### src/rtl/mul_div_unit_pkg.sv
// Shared multiply/divide definitions: op encodings (also used by decode),
// FSM states and step datapath modes.
package md_pkg;

  localparam int MD_WIDTH = 32;

  typedef enum logic [2:0] {
    MD_NOP   = 3'b000,
    MD_MULT  = 3'b001,
    MD_MULTU = 3'b010,
    MD_DIV   = 3'b011,
    MD_DIVU  = 3'b100,
    MD_MTHI  = 3'b101,
    MD_MTLO  = 3'b110
  } md_op_t;

  typedef enum logic [1:0] {
    IDLE = 2'b00,
    CALC = 2'b01,
    FIX  = 2'b10
  } md_state_t;

  typedef enum logic {
    MD_MODE_MUL = 1'b0,
    MD_MODE_DIV = 1'b1
  } md_mode_t;

endpackage

### src/rtl/mul_div_unit_if.sv
// EX-stage request/result bundle between pipeline control (master) and the
// multiply/divide unit (slave).
interface mul_div_unit_if
  import md_pkg::*;
#(
  parameter int WIDTH = MD_WIDTH
) ();

  logic [2:0]       ex_md_op;
  logic             ex_md_start;
  logic             ex_md_cancel;
  logic [WIDTH-1:0] ex_a;
  logic [WIDTH-1:0] ex_b;
  logic             ex_md_busy;
  logic             ex_md_done;
  logic [WIDTH-1:0] ex_hi;
  logic [WIDTH-1:0] ex_lo;

  modport master (
    output ex_md_op, ex_md_start, ex_md_cancel, ex_a, ex_b,
    input  ex_md_busy, ex_md_done, ex_hi, ex_lo
  );

  modport slave (
    input  ex_md_op, ex_md_start, ex_md_cancel, ex_a, ex_b,
    output ex_md_busy, ex_md_done, ex_hi, ex_lo
  );

endinterface

### src/rtl/mul_div_unit_step.sv
// One radix-2 iteration on unsigned magnitudes: shift-add multiply or
// restoring shift-subtract divide over a {upper, lower} accumulator.
module md_step
  import md_pkg::*;
#(
  parameter int WIDTH = MD_WIDTH
) (
  input  logic [2*WIDTH-1:0] acc,
  input  logic [WIDTH-1:0]   opnd,
  input  md_mode_t           mode,
  output logic [2*WIDTH-1:0] acc_next,
  output logic               q_bit
);

  logic [WIDTH:0]   sum_s;
  logic [WIDTH:0]   rem_sh_s;
  logic [WIDTH-1:0] diff_s;

  // Single iteration; divide leaves the LSB clear for the caller to insert q_bit
  always_comb begin
    acc_next = acc;
    q_bit    = 1'b0;
    sum_s    = {1'b0, acc[2*WIDTH-1:WIDTH]} +
               (acc[0] ? {1'b0, opnd} : {(WIDTH+1){1'b0}});
    rem_sh_s = acc[2*WIDTH-1:WIDTH-1];
    // remainder stays below the divisor, so a WIDTH-bit difference never wraps
    diff_s   = rem_sh_s[WIDTH-1:0] - opnd;
    case (mode)
      MD_MODE_MUL: begin
        acc_next = {sum_s, acc[WIDTH-1:1]};
      end
      MD_MODE_DIV: begin
        if (rem_sh_s >= {1'b0, opnd}) begin
          q_bit    = 1'b1;
          acc_next = {diff_s, acc[WIDTH-2:0], 1'b0};
        end else begin
          q_bit    = 1'b0;
          acc_next = {rem_sh_s[WIDTH-1:0], acc[WIDTH-2:0], 1'b0};
        end
      end
      default: begin
        acc_next = acc;
      end
    endcase
  end

endmodule

### src/rtl/mul_div_unit.sv
// Iterative MIPS multiply/divide unit owning HI/LO: WIDTH magnitude steps,
// then one sign-fix/writeback cycle. MTHI/MTLO write directly when idle.
module mul_div_unit
  import md_pkg::*;
#(
  parameter int WIDTH = MD_WIDTH,
  parameter int CNT_W = 6
) (
  input  logic          clk,
  input  logic          rst,
  mul_div_unit_if.slave md
);

  localparam logic [CNT_W-1:0] LAST_CNT = CNT_W'(WIDTH - 1);

  md_state_t          state_r, state_s;
  logic [CNT_W-1:0]   count_r;
  logic [2*WIDTH-1:0] acc_r, acc_step_s, init_acc_s, prod_s;
  logic [WIDTH-1:0]   opnd_r, init_opnd_s, a_mag_s, b_mag_s;
  logic [WIDTH-1:0]   hi_r, lo_r, fix_hi_s, fix_lo_s, quo_s, rem_s;
  md_mode_t           mode_r, mode_s;
  logic               neg_lo_r, neg_hi_r, init_neg_hi_s;
  logic               busy_r, done_r, q_bit_s;
  logic               start_calc_s, wr_hi_s, wr_lo_s, fix_wr_s;
  logic               signed_s, a_neg_s, b_neg_s;

  md_step #(.WIDTH(WIDTH)) u_step (
    .acc      (acc_r),
    .opnd     (opnd_r),
    .mode     (mode_r),
    .acc_next (acc_step_s),
    .q_bit    (q_bit_s)
  );

  // Next-state and control strobes
  always_comb begin
    state_s      = state_r;
    start_calc_s = 1'b0;
    wr_hi_s      = 1'b0;
    wr_lo_s      = 1'b0;
    fix_wr_s     = 1'b0;
    case (state_r)
      IDLE: begin
        if (md.ex_md_start) begin
          case (md.ex_md_op)
            MD_MULT, MD_MULTU, MD_DIV, MD_DIVU: begin
              state_s      = CALC;
              start_calc_s = 1'b1;
            end
            MD_MTHI: wr_hi_s = 1'b1;
            MD_MTLO: wr_lo_s = 1'b1;
            default: state_s = IDLE;
          endcase
        end else begin
          state_s = IDLE;
        end
      end
      CALC: begin
        if (md.ex_md_cancel) begin
          state_s = IDLE;
        end else if (count_r == LAST_CNT) begin
          state_s = FIX;
        end else begin
          state_s = CALC;
        end
      end
      FIX: begin
        // a flush in the writeback cycle still suppresses the result
        state_s  = IDLE;
        fix_wr_s = ~md.ex_md_cancel;
      end
      default: state_s = IDLE;
    endcase
  end

  // Operand magnitudes and signs captured at start
  always_comb begin
    signed_s = (md.ex_md_op == MD_MULT) || (md.ex_md_op == MD_DIV);
    a_neg_s  = signed_s & md.ex_a[WIDTH-1];
    b_neg_s  = signed_s & md.ex_b[WIDTH-1];
    a_mag_s  = a_neg_s ? -md.ex_a : md.ex_a;
    b_mag_s  = b_neg_s ? -md.ex_b : md.ex_b;
    if ((md.ex_md_op == MD_DIV) || (md.ex_md_op == MD_DIVU)) begin
      mode_s        = MD_MODE_DIV;
      init_opnd_s   = b_mag_s;
      init_acc_s    = {{WIDTH{1'b0}}, a_mag_s};
      init_neg_hi_s = a_neg_s;
    end else begin
      mode_s        = MD_MODE_MUL;
      init_opnd_s   = a_mag_s;
      init_acc_s    = {{WIDTH{1'b0}}, b_mag_s};
      init_neg_hi_s = a_neg_s ^ b_neg_s;
    end
  end

  // Sign correction of the finished magnitude result
  always_comb begin
    prod_s = neg_lo_r ? -acc_r : acc_r;
    quo_s  = neg_lo_r ? -acc_r[WIDTH-1:0] : acc_r[WIDTH-1:0];
    rem_s  = neg_hi_r ? -acc_r[2*WIDTH-1:WIDTH] : acc_r[2*WIDTH-1:WIDTH];
    if (mode_r == MD_MODE_DIV) begin
      fix_hi_s = rem_s;
      fix_lo_s = quo_s;
    end else begin
      fix_hi_s = prod_s[2*WIDTH-1:WIDTH];
      fix_lo_s = prod_s[WIDTH-1:0];
    end
  end

  // FSM state and handshake flags
  always_ff @(posedge clk or posedge rst) begin
    if (rst) begin
      state_r <= IDLE;
      busy_r  <= 1'b0;
      done_r  <= 1'b0;
    end else begin
      state_r <= state_s;
      busy_r  <= (state_s != IDLE);
      done_r  <= fix_wr_s;
    end
  end

  // Iteration counter and working registers
  always_ff @(posedge clk or posedge rst) begin
    if (rst) begin
      count_r  <= {CNT_W{1'b0}};
      acc_r    <= {(2*WIDTH){1'b0}};
      opnd_r   <= {WIDTH{1'b0}};
      mode_r   <= MD_MODE_MUL;
      neg_lo_r <= 1'b0;
      neg_hi_r <= 1'b0;
    end else if (start_calc_s) begin
      count_r  <= {CNT_W{1'b0}};
      acc_r    <= init_acc_s;
      opnd_r   <= init_opnd_s;
      mode_r   <= mode_s;
      neg_lo_r <= a_neg_s ^ b_neg_s;
      neg_hi_r <= init_neg_hi_s;
    end else if (state_r == CALC) begin
      acc_r   <= acc_step_s | {{(2*WIDTH-1){1'b0}}, q_bit_s};
      count_r <= count_r + {{(CNT_W-1){1'b0}}, 1'b1};
    end
  end

  // HI/LO architectural registers
  always_ff @(posedge clk or posedge rst) begin
    if (rst) begin
      hi_r <= {WIDTH{1'b0}};
      lo_r <= {WIDTH{1'b0}};
    end else if (fix_wr_s) begin
      hi_r <= fix_hi_s;
      lo_r <= fix_lo_s;
    end else begin
      if (wr_hi_s) hi_r <= md.ex_a;
      if (wr_lo_s) lo_r <= md.ex_a;
    end
  end

  assign md.ex_md_busy = busy_r;
  assign md.ex_md_done = done_r;
  assign md.ex_hi      = hi_r;
  assign md.ex_lo      = lo_r;

endmodule
### src/flat_wrapper.sv
// flat-port wrapper written by rule: the top's interface ports become plain ports
module mul_div_unit_flat import md_pkg::*;
#(
  parameter int WIDTH = MD_WIDTH,
  parameter int CNT_W = 6
)
  (clk, rst, md_ex_md_op, md_ex_md_start, md_ex_md_cancel, md_ex_a, md_ex_b, md_ex_md_busy, md_ex_md_done, md_ex_hi, md_ex_lo);
  mul_div_unit_if #(.WIDTH(WIDTH)) md_i ();
  input  logic clk;
  input  logic rst;
  input wire logic [$bits(md_i.ex_md_op)-1:0] md_ex_md_op;
  input wire logic [$bits(md_i.ex_md_start)-1:0] md_ex_md_start;
  input wire logic [$bits(md_i.ex_md_cancel)-1:0] md_ex_md_cancel;
  input wire logic [$bits(md_i.ex_a)-1:0] md_ex_a;
  input wire logic [$bits(md_i.ex_b)-1:0] md_ex_b;
  output wire logic [$bits(md_i.ex_md_busy)-1:0] md_ex_md_busy;
  output wire logic [$bits(md_i.ex_md_done)-1:0] md_ex_md_done;
  output wire logic [$bits(md_i.ex_hi)-1:0] md_ex_hi;
  output wire logic [$bits(md_i.ex_lo)-1:0] md_ex_lo;
  assign md_i.ex_md_op = md_ex_md_op;
  assign md_i.ex_md_start = md_ex_md_start;
  assign md_i.ex_md_cancel = md_ex_md_cancel;
  assign md_i.ex_a = md_ex_a;
  assign md_i.ex_b = md_ex_b;
  assign md_ex_md_busy = md_i.ex_md_busy;
  assign md_ex_md_done = md_i.ex_md_done;
  assign md_ex_hi = md_i.ex_hi;
  assign md_ex_lo = md_i.ex_lo;
  mul_div_unit #(.WIDTH(WIDTH), .CNT_W(CNT_W)) u_core (.clk(clk), .rst(rst), .md(md_i));
endmodule
### config.mk
export PLATFORM = sky130hd
export DESIGN_NAME = mul_div_unit_flat
export DESIGN_NICKNAME = d
export VERILOG_FILES = /design/src/rtl/mul_div_unit_pkg.sv /design/src/rtl/mul_div_unit_if.sv /design/src/rtl/mul_div_unit_step.sv /design/src/rtl/mul_div_unit.sv /design/src/flat_wrapper.sv
export SDC_FILE = /design/constraint.sdc
export NUM_CORES = 1
export LEC_CHECK = 0
export BUFFER_PORTS_ARGS = -buffer_cell sky130_fd_sc_hd__buf_2
export CORE_MARGIN = 8
export CORE_UTILIZATION = 50
export DETAILED_ROUTE_END_ITERATION = 16
export PLACE_DENSITY = 0.78
export SYNTH_ARGS = -nofsm -noshare
export SYNTH_HDL_FRONTEND = slang
export SYNTH_SLANG_ARGS = --single-unit
### constraint.sdc
create_clock -name clk -period 6.6 [get_ports clk]
set_input_delay 1.65 -clock clk [delete_from_list [all_inputs] [get_ports clk]]
set_output_delay 1.65 -clock clk [all_outputs]
set_load 0.02 [all_outputs]
==> metrics.cfg <==
[outcome]
outcome = finished clean

[timing]
setup_tns_ns = 0
layout_setup_ws_ns = 2.32
hold_viol_final = 0
max_freq_mhz = 234
drv_slew = 0
rsz0062_at_grt = no
fin_skew_ns = 0.0203
slew_headroom_pct = 21.0
setup_viol = 0
tightestPinTransition_ns = 1.18
min_period_over_period_pct = 64.9
fin_crit_ns = 4.28

[clock_network]
holdBufCountCts = 0
cts_buffers = 17
clock-sinks = 173
clock_path_buffers = 2
cts_tree = done
cts_root_buffer = clkbuf_16
ctsResizeCount = 0
h-tree-depth = 4
cts_setup_buffers = 0
insertion_delay_ns = 0.45
path_clk_slew_ns = 0.09

[setup_path]
crit_required_ns = 6.92
crit_fanout = 28
worstRegToRegCells = 11
cp-start-kind = flip-flop
ff2ff_setup_slack_ns = 2.32
timing.rr.end = u_core.acc_r[57]
worstReg2RegStart = u_core.acc_r[45]
max_stage_delay_ns = 0.64
critPathSlowestCell = dfrtp_1
cpMostUsedCell = o21ai_0
cp-end-kind = flip-flop
path_class = reg2reg
worst_ep_arrival_time_ns = 4.61
path_cells = ha_1 > a21oi_1 > o221a_2 > o21ai_0 > a2111oi_2 > a211oi_1 > o32ai_4 > buf_4 > inv_1 > a311oi_1 > o21ai_0

[placement]
io_buffers = 136
dp_hpwl_microns = 39200
dp_slack_ns = 1.98
globalplace.congestion = 0.978

[final_layout]
seq_area_sq_mm = 0.00433
nFillCells = 2634
final_common_cell = a21oi_1
multi_input_comb_area_sq_mm = 0.00983
nets = 2000
drive_gt1_share_pct = 13.6
areaGrowthSynthToFinish_pct = 10.2
mostFrequentLayoutCells = 176 x a21oi_1, 172 x dfrtp_1, 171 x nand2_1

[yosys]
syn-instance-count = 1795
synth_flop_cell = dfrtp_1
synth_cell_types = 94
yosysWarningCount = 0
synth_seq_cells = 173
async_flop_share_pct = 100
netlist_area_sq_mm = 0.0148
netlist.area_leader.share_pct = 29.3
syn_nets = 1937
yosysTopAreaCell = dfrtp_1
syn_area_per_cell_sq_um = 8.23
synth-edff-count = 0
ys_seq_area_share_pct = 29.3
synth.area.top_cells = dfrtp_1 29%, a21oi_1 6.0%, ha_1 5.8%

[worst_hold_path]
hold_depth = 1
hold_start = u_core.count_r[5]
hold_class = reg2reg
hold_end = u_core.state_r[1]

[detailed_routing]
vias_per_cell = 6.51
routed-wl-met2_microns = 21400
wl_per_cell_microns = 22.9
met1Wirelength_microns = 21200
vias = 14700
drcViolationCount = 0
wl_met3_microns = 6000
postRouteAntennaNets = 0
drt_iter0_markers = 1874
top_layer = met5
wirelength_microns = 51900
dr.pass1.iters = 6

[die]
start_util_pct = 50.3
die_area_sq_mm = 0.0353
num_io_pins = 137
die-height_microns = 188
rows = 63
core_area_sq_mm = 0.0294
dieWidth_microns = 188

[pwr]
irDropWorstVdd_v = 0.000247
p_leak_nw = 7.22
p_per_area_mw_per_mm2 = 463

[grt]
grt_pass1_vias = 13700
track_usage_pct = 28.3
grt_antenna_before_repair = 3
grt_pass1_wl_microns = 79100
grt-ovfl-total = 0
grt_max_degree = 101

[run]
drv_cap = 0

-- sequential cells by signal, indices dropped and copies added, names as in the netlist --
register	flops
u_core.state_r	2
u_core.md.ex_hi	32
u_core.neg_hi_r	1
u_core.md.ex_lo	32
u_core.mode_r	1
u_core.count_r	6
u_core.neg_lo_r	1
u_core.md.ex_md_done	1
u_core.acc_r	64
u_core.opnd_r	32
u_core.md.ex_md_busy	1
-- how the worst max path moves through the flow --
stage | start | end | slack (ns) | cells past startpoint
after floorplan | rst | u_core.acc_r[0] | 0.26 | 1
after global placement | md_ex_b[3] | u_core.acc_r[29] | 2.10 | 10
after detailed placement | md_ex_b[3] | u_core.acc_r[29] | 1.98 | 10
after CTS | md_ex_b[3] | u_core.acc_r[29] | 2.45 | 10
after global routing | md_ex_b[3] | u_core.acc_r[29] | 2.16 | 10
final | u_core.acc_r[45] | u_core.acc_r[57] | 2.32 | 11
-- routing by layer --
layer,global-route usage (%),vias to the layer above
li1,-,6675
met3,7.86,145
met5,0.142,-
met1,37.4,7048
met2,40.2,854
met4,17.5,4
-- cell families (layout without fill, tap and decap cells) --
| logic type | after synthesis | count (layout) | share of synthesized area (%) |
|---|---|---|---|
| flip-flops | 173 | 173 | 29.3 |
| adder cells (fa/ha/maj) | 71 | 71 | 6.11 |
| multiplexers | 103 | 103 | 7.22 |
| AO/OA/AOI/OAI | 578 | 578 | 25.3 |
| AND/OR/NAND/NOR | 526 | 526 | 17.3 |
| buffers and inverters | 169 | 245 | 4.40 |
| other | 0 | 1 | 0 |
| XOR/XNOR | 175 | 175 | 10.4 |
-- layout make-up --
class / count / share of cell area, %
Clock inverter: 15 / 1.03
Clock buffer: 17 / 2.61
Inverter: 62 / 1.46
Timing Repair Buffer: 151 / 4.95
Multi-Input combinational cell: 1453 / 60.4
Antenna cell: 1 / 0.0154
Tap cell: 390 / 3.00
Sequential cell: 173 / 26.6
-- critical path, delay by kind of cell, from the launching register on --
kind / cells / cell delay [ns]
compound gates: 8 / 2.37
buf+inv: 2 / 0.70
flops: 1 / 0.64
fa+ha+maj: 1 / 0.43
-- power breakdown --
| group | leakage, nW | switching, mW | internal (mW) | total [mW] |
|---|---|---|---|---|
| Clock | 0.287 | 0.526 | 0.512 | 1.04 |
| Combinational | 4.83 | 2.64 | 1.79 | 4.43 |
| Sequential | 2.11 | 0.647 | 1.42 | 2.07 |
| Total | 7.22 | 3.81 | 3.73 | 7.54 |
-- per-stage QoR --
step | area, sq um | power (mW) | hold WS (ns) | util, % | std cells
5_1_grt | 16300 | 8.01 | 0.496 | 55.4 | 2261
3_3_place_gp | 15700 | 6.27 | 0.459 | 53.4 | 2229
2_1_floorplan | 14800 | 5.14 | 0.441 | - | 1795
3_5_place_dp | 15700 | 6.37 | 0.473 | 53.4 | 2229
6_report | 16300 | 7.54 | 0.485 | 55.4 | 2262
4_1_cts | 16300 | 7.42 | 0.481 | 55.4 | 2261
-- cells in the mapped netlist, drive strengths merged (9+ instances only) --
library cell and n:
nor2b 10, a21oi 176, mux2i 74, a31oi 13, o31ai 31, nand3 26
nand4 15, nand2b 19, mux2 29, o41ai 11, a21o 28, nand2 174
a22oi 9, xnor2 84, a211oi 12, nor2 162, xor2 91, dfrtp 173
buf 16, o22ai 24, o21ai 139, o211ai 14, o22a 24, o221ai 26
ha 69, o21a 12, nor3 21, and2 13, or3 19, clkbuf 91
or4 9, nor4 17, inv 61
Power figures use the tool's default switching activity.
